$ cat src/rtl/gate_test_sequencer.sv
// Truth-table sequencer for a 2-input cell: applies each vector, settles, samples, scores.
// Optional GATE_SEQ_ABORT_EN: the first mismatch ends the run immediately.
module gate_test_sequencer #(
  parameter int unsigned SETTLE_CYCLES = 2,
  parameter int unsigned PASSES        = 4
) (
  input  logic       clk,
  input  logic       rst_n,
  input  logic       start,
  input  logic [1:0] mode,
  input  logic       dut_y,
  output logic       dut_a,
  output logic       dut_b,
  output logic       busy,
  output logic       done,
  output logic       pass,
  output logic [3:0] fail_vec,
  output logic [3:0] err_cnt
);

  localparam int unsigned ERR_MAX     = 15;
  localparam logic [2:0]  SETTLE_LAST = 3'((SETTLE_CYCLES == 0) ? 0 : SETTLE_CYCLES - 1);
  localparam logic [3:0]  SWEEP_LAST  = 4'(PASSES - 1);

  typedef enum logic [2:0] {
    S_IDLE,
    S_APPLY,
    S_SETTLE,
    S_SAMPLE,
    S_DONE
  } state_t;

  state_t     r_state;
  logic [1:0] r_mode;
  logic [1:0] r_idx;
  logic [3:0] r_sweep;
  logic [2:0] r_settle;
  logic       r_dut_a;
  logic       r_dut_b;
  logic       r_busy;
  logic       r_done;
  logic       r_pass;
  logic [3:0] r_fail_vec;
  logic [3:0] r_err_cnt;

  logic       w_exp;
  logic       w_mismatch;
  logic       w_last;
  logic       w_abort;
  logic [1:0] w_idx_nxt;
  logic [3:0] w_err_nxt;

  // Expected cell output for the vector currently on the cell inputs
  always_comb begin
    w_exp = 1'b0;
    unique case (r_mode)
      2'b00: w_exp = ~(r_dut_a | r_dut_b);
      2'b01: w_exp = r_dut_a & r_dut_b;
      2'b10: w_exp = r_dut_a | r_dut_b;
      2'b11: w_exp = r_dut_a ^ r_dut_b;
    endcase
  end

  assign w_mismatch = (r_state == S_SAMPLE) && (dut_y != w_exp);
  assign w_err_nxt  = (w_mismatch && (r_err_cnt != 4'(ERR_MAX))) ? r_err_cnt + 4'd1 : r_err_cnt;
  assign w_last     = (r_idx == 2'd3) && (r_sweep == SWEEP_LAST);
  assign w_idx_nxt  = r_idx + 2'd1;

`ifdef GATE_SEQ_ABORT_EN
  assign w_abort = w_mismatch;
`else
  assign w_abort = 1'b0;
`endif

  always_ff @(posedge clk or negedge rst_n) begin
    if (!rst_n) begin
      r_state    <= S_IDLE;
      r_mode     <= 2'd0;
      r_idx      <= 2'd0;
      r_sweep    <= 4'd0;
      r_settle   <= 3'd0;
      r_dut_a    <= 1'b0;
      r_dut_b    <= 1'b0;
      r_busy     <= 1'b0;
      r_done     <= 1'b0;
      r_pass     <= 1'b0;
      r_fail_vec <= 4'd0;
      r_err_cnt  <= 4'd0;
    end else begin
      unique case (r_state)
        S_IDLE, S_DONE: begin
          if (start) begin
            r_mode     <= mode;
            r_fail_vec <= 4'd0;
            r_err_cnt  <= 4'd0;
            r_done     <= 1'b0;
            r_pass     <= 1'b0;
            r_idx      <= 2'd0;
            r_sweep    <= 4'd0;
            r_dut_a    <= 1'b0;
            r_dut_b    <= 1'b0;
            r_busy     <= 1'b1;
            r_state    <= S_APPLY;
          end
        end
        S_APPLY: begin
          r_settle <= 3'd0;
          r_state  <= (SETTLE_CYCLES == 0) ? S_SAMPLE : S_SETTLE;
        end
        S_SETTLE: begin
          if (r_settle == SETTLE_LAST) r_state <= S_SAMPLE;
          else                         r_settle <= r_settle + 3'd1;
        end
        S_SAMPLE: begin
          r_err_cnt <= w_err_nxt;
          if (w_mismatch) r_fail_vec[r_idx] <= 1'b1;
          if (w_last || w_abort) begin
            // Pass uses the post-sample count so the final vector is included
            r_busy  <= 1'b0;
            r_done  <= 1'b1;
            r_pass  <= (w_err_nxt == 4'd0);
            r_dut_a <= 1'b0;
            r_dut_b <= 1'b0;
            r_state <= S_DONE;
          end else begin
            if (r_idx == 2'd3) r_sweep <= r_sweep + 4'd1;
            r_idx   <= w_idx_nxt;
            r_dut_a <= w_idx_nxt[1];
            r_dut_b <= w_idx_nxt[0];
            r_state <= S_APPLY;
          end
        end
        default: r_state <= S_IDLE;
      endcase
    end
  end

  assign dut_a    = r_dut_a;
  assign dut_b    = r_dut_b;
  assign busy     = r_busy;
  assign done     = r_done;
  assign pass     = r_pass;
  assign fail_vec = r_fail_vec;
  assign err_cnt  = r_err_cnt;

endmodule

$ cat config.mk
export PLATFORM = sky130hd
export DESIGN_NAME = gate_test_sequencer
export DESIGN_NICKNAME = d
export VERILOG_FILES = /design/src/rtl/gate_test_sequencer.sv
export SDC_FILE = /design/constraint.sdc
export NUM_CORES = 1
export LEC_CHECK = 0
export CAP_MARGIN = 5
export CORE_ASPECT_RATIO = 0.5
export CORE_MARGIN = 4
export CORE_UTILIZATION = 45
export CTS_BUF_LIST = sky130_fd_sc_hd__clkbuf_4
export CTS_CLUSTER_DIAMETER = 30
export DETAILED_ROUTE_END_ITERATION = 8
export DONT_BUFFER_PORTS = 1
export PLACE_DENSITY = 0.74
export SLEW_MARGIN = 15
export SYNTH_ARGS = -nofsm -noshare
export SYNTH_HDL_FRONTEND = slang
export SYNTH_SLANG_ARGS = --single-unit
$ cat constraint.sdc
create_clock -name clk -period 2.2 [get_ports clk]
set_clock_uncertainty 0.1 [all_clocks]
set_input_delay 0.55 -clock clk [delete_from_list [all_inputs] [get_ports clk]]
set_output_delay 0.55 -clock clk [all_outputs]
set_load 0.005 [all_outputs]
# Yosys cells after proc, flatten, opt, wreduce, memory -nomap -nowiden
# Cells that the tools add are included.
[classes] n_bitwise=5 n_eq_ne=19 order_cmp=2 muxes=32 n_reduce_logical=18 addsub=4
[ops] op="$pmux 4 s2" n=3
[ops] op="$mux 4" n=5
[ops] op="$mux 3" n=4
[ops] op="$ne 2x2->1 const B" n=6
[ops] op="$pmux 3 s4" n=1
[ops] op="$pmux 1 s2" n=5
[ops] op="$reduce_and 3->1" n=3
[ops] op="$add 4x1->4 const B" n=2
[ops] op="$mux 1" n=8
[ops] op="$reduce_and 2->1" n=4
[ops] op="$eq 2x2->1 const B" n=3
[ops] op="$eq 3x1->1 const B" n=2
[ops] op="$eq 3x2->1 const B" n=2
[ops] op="$pmux 3 s2" n=1
[ops] op="$eq 4x2->1 const B" n=1
[ops] op="$logic_and 1x1->1" n=4
[ops] op="$logic_not 4->1" n=1
[ops] op="$mux 2" n=2
[ops] op="$ne 4x4->1 const B" n=1
[ops] op="$or 4x4->4" n=1
[ops] op="$pmux 1 s4" n=1
[ops] op="$pmux 2 s2" n=1
[ops] op="$reduce_and 4->1" n=1
[ops] op="$reduce_bool 2->1" n=2
[ops] op="16 further kinds" n=16
[totals] input_bits=6 register_bits=27 output_inout_bits=13

# Longest topological paths before layout
[depth] depth_word=10 mapped_depth=8

# Least setup slack after synthesis
# No wires, ideal clock.
[synth_timing] kind="reg-to-reg" from="register r_dut_a, in the netlist dut_a" to="register r_err_cnt[3], in the netlist err_cnt[3]" path_stages_with_launch=9 t_arrival_ps=2095 slack_ps=-116 setup_time_ps=121 cell_sequence="dfrtp_1 -> inv_1 -> ha_1 -> mux2i_1 -> mux2_4 -> nor4_4 -> nand4_1 -> mux2_4 -> a22o_1"
[synth_via] elab_chain_cells=8
[synth_rtl] item="start: declaration" line_no="38" text="logic r_dut_a;"
[synth_rtl] item="start signal: assignment" line_no="128" text="r_dut_a <= w_idx_nxt[1];"
[synth_rtl] item="$or 1x1->1" line_no="57, 59"
[synth_rtl] item="$not 1->1" line_no="57" text="2'b00: w_exp = ~(r_dut_a | r_dut_b);"
[synth_rtl] item="$pmux 1 s4 *" line_no="56" text="unique case (r_mode)"
[synth_rtl] item="$ne 1x1->1 *" line_no="64" text="assign w_mismatch = (r_state == S_SAMPLE) && (dut_y != w_exp);"
[synth_rtl] item="$logic_and 1x1->1 *" line_no="64"
[synth_rtl] item="$logic_and 1x1->1 *" line_no="65" text="assign w_err_nxt = (w_mismatch && (r_err_cnt != 4'(ERR_MAX))) ? r_err_cnt + 4'd1 : r_err_cnt;"
[synth_rtl] item="$mux 4 *" line_no="65"
[synth_rtl] item="$pmux 4 s2 *" line_no="90" text="unique case (r_state)"
[synth_rtl] item="end signal: assignment" line_no="115" text="r_err_cnt <= w_err_nxt;"
[synth_rtl] item="end: declaration" line_no="44" text="logic [3:0] r_err_cnt;"
# Every way passes the cells marked *; elsewhere a longest branch is shown, timed or not.
# A chain may end at the register's enable or synchronous reset.

# Worst setup path in the final report
[layout_timing] from="register r_dut_a, in the netlist dut_a" to="register r_pass, in the netlist pass"
[layout_via] elab_chain_cells=10
[layout_rtl] item="$or 1x1->1" line_no="57, 59"
[layout_rtl] item="$not 1->1" line_no="57"
[layout_rtl] item="$pmux 1 s4 *" line_no="56"
[layout_rtl] item="$ne 1x1->1 *" line_no="64"
[layout_rtl] item="$logic_and 1x1->1 *" line_no="64"
[layout_rtl] item="$logic_and 1x1->1 *" line_no="65"
[layout_rtl] item="$mux 4 *" line_no="65"
[layout_rtl] item="$logic_not 4->1 *" line_no="121" text="r_pass <= (w_err_nxt == 4'd0);"
[layout_rtl] item="$mux 1 *" line_no="117" text="if (w_last || w_abort) begin"
[layout_rtl] item="$pmux 1 s2 *" line_no="90"
[layout_rtl] item="end signal: assignment" line_no="121"
[layout_rtl] item="end: declaration" line_no="42" text="logic r_pass;"
# Every way passes the cells marked *; elsewhere a longest branch is shown, timed or not. The select of a mux whose other input is x is not followed.

==> out/qor.txt <==
H-tree Lvls: 1
Min-Delay Path Class: input port to register
Total number of vias: 1,120
Post-Synthesis Cells: 148
Final min period: 2.32 ns
I/O pin count: 19
CTS tree: yes
GRT Residual Overflow: 0
Via/cell ratio: 5.57
Root Driver: clkbuf_4
WL/cell: 14.9 um
Global-route wire length before repair: 5120 um
Layout cells sized above 1: 0.180
Die W: 88.8 um
CTS sink count: 27
Clk slew on worst S/H paths: 0.14 ns
CP cell instances: inv_1 > ha_4 > or2_4 > and4b_2 > nor4_4 > nand2_1 > mux2_4 > o31ai_2
Final Setup Violations: 3
RSZ-0062 raised after global routing: true
CTS Buf Count: 3
Register area: 676 um2
Syn_nets: 164
Pre-Repair DR Iteration Count: 4
Combinational share of power: 0.483
CTS Buffer Depth: 2
Net switching power of the design: 0.807 mW
Number of synthesized flops with an enable pin: 0
Seq/Total Area, Yosys: 0.460
Worst Path Arrival: 2.46 ns
P&R area growth vs syn: 13.4%
Global Route Usage Sum: 0.148
Largest net degree at the start of global routing: 28
Gpl congestion: 0.791
Critical Path End Type: register
Fin nets: 178
R2R Path End: pass
R2R setup slack: -0.12 ns
Final hold vios: 0
Placement Rows: 14
Drt total wl: 2990 um
Async S/R FF share, synth: 1.00
Pwr Density: 1190 nW/um2
Avg Cell Area, Syn: 9.93 um2
IO Port Bufs: 0
Peak VDD IR: 523 uV
Status: complete, but fails checks
Slew Limit Fails: 0
Detailed Route Iter0 Violations: 77
Post-route ant nets: 0
FF-to-FF Start: dut_a
Switching part of the total: 0.406
Share of power burned in registers: 0.404
Ys Warns: 0
Top cell type's share of synthesized area: 0.460
Die H: 48.4 um
DIE AREA: 4300 um2
Int Pwr: 1.18 mW
Fin worst setup slack: -0.118 ns
Distinct cells, synth: 38
CP Data Required Time: 2.35 ns
Hold Path Depth: 1
Worst reg2reg path depth: 8
Peak fanout along the critical path: 3
Antenna Cells: 0
Cell accounting for the most synthesized area: dfrtp_1
Total Power: 1.99 mW
# fillers: 251
Slew headroom: 0.691
Hold_sp: start
Drt drc: 0
Top FF cell, synth: dfrtp_1
Critical path buffers and inverters: 1
Vias in the first global route: 1,110
Worst-Margin Slew: 0.462 ns
Post-synth design cell area: 1470 um2
CP startpoint kind: register
Most frequent cells in the layout: dfrtp_1, nand2_1, nor2_1
Commonest non-fill, non-tap cell in the layout: dfrtp_1
CP max stage delay: 0.40 ns
TNS Setup: -0.292 ns
Final period util: 1.05
Util after Layout: 0.544
Flops & latches, synth: 27
Core ar.: 3070 um2
Initial core utilization: 0.480
Failing checks: negative setup slack
Crit Path Class: register to register
Max-capacitance violation count: 0
Max frequency: 0.431 GHz
Kind of cell adding the most delay to the critical path: simple AND/OR/NAND/NOR gates
Initial antenna violation count: 0
Crit-path slowest cell: dfrtp_1
Crit path launch: dut_a
Multi-input logic area: 768 um2
Static leakage: 0.797 nW
Clk Latency, worst-skew pair: 0.32 ns
Dpl ws: -0.126 ns
Clock share of power: 0.113
Top post-synthesis cells by area: dfrtp_1, ha_1, nand2_1
HPWL Detailed: 2240 um
Hold EP: r_state[2]
## final cells by class
| type | count | share of cell area |
|---|---|---|
| clock buffer | 4 | 0.0180 |
| inverter | 8 | 0.0180 |
| multi-input combinational | 109 | 0.461 |
| sequential | 27 | 0.405 |
| tap | 40 | 0.0300 |
| timing repair buffer | 13 | 0.0676 |
## sequential cells by signal, summed over array words and instances, names as in the netlist, 2 cells and up
register	count
r_mode	2
r_idx	2
r_state	3
r_sweep	4
err_cnt	4
fail_vec	4
r_settle	3
## kinds of logic (layout without fill, tap and decap cells)
logic type                 count (synthesis)  after routing  synth area share
AOI/OAI and AO/OA                         33             33             0.147
xor gates and xnor gates                   3              3            0.0179
adders and majority gates                 10             10            0.0851
buffers and inverters                     12             25            0.0374
DFF                                       27             27             0.460
muxes                                      7              7            0.0587
and+or+nand+nor                           56             56             0.194
## how the worst max path moves through the flow
stage | slack (ns) | cells past startpoint | endpoint
after floorplan | -0.06 | 8 | err_cnt[3]
after global placement | -0.06 | 8 | pass
after detailed placement | -0.13 | 8 | pass
after CTS | -0.12 | 8 | pass
after global routing | -0.18 | 7 | pass
final | -0.12 | 8 | pass
## through the flow
step	area, um2	hold WS (ns)	cells
after floorplan	1480	0.154	148
after global placement	1560	0.155	192
after detailed placement	1560	0.155	192
after CTS	1640	0.184	199
after global routing	1670	0.166	201
final	1670	0.190	201
## routing by layer
metal  global-route usage  share of wire  vias to the layer above
met3               0.0271          0.049                        2
met4               0.0276         0.0047                        0
met5                    0              0                        -
met2                0.239           0.48                       28
li1                     -              -                      544
met1                0.208           0.47                      546
## synthesized netlist by cell type, drive strengths merged, types with 2 or more instances
library cell and n:
a21oi 10, a22o 7, buf 3, dfrtp 27
ha 10, inv 8, mux2 4, mux2i 3
nand2 23, nand2b 2, nand3 2, nand4 2
nor2 13, nor2b 3, nor4 2, o21ai 9
xor2 2
## power by group through the flow
stage	clock, mW	sequential (mW)	combinational (mW)
6_report	0.225	0.804	0.960
5_1_grt	0.257	0.829	1.08
4_1_cts	0.232	0.801	0.920
3_5_place_dp	0	0.813	0.885
3_3_place_gp	0	0.799	0.853
2_1_floorplan	0	0.764	0.696
## timing repair
item,CTS,global route
pin swaps,0,1
hold buffers,2,0
endpoints found under the setup margin,3,5
buffers inserted,1,2
endpoints found under the hold margin,27,0
gates resized for setup,1,3
No activity file was read; power rests on OpenSTA's default activity.
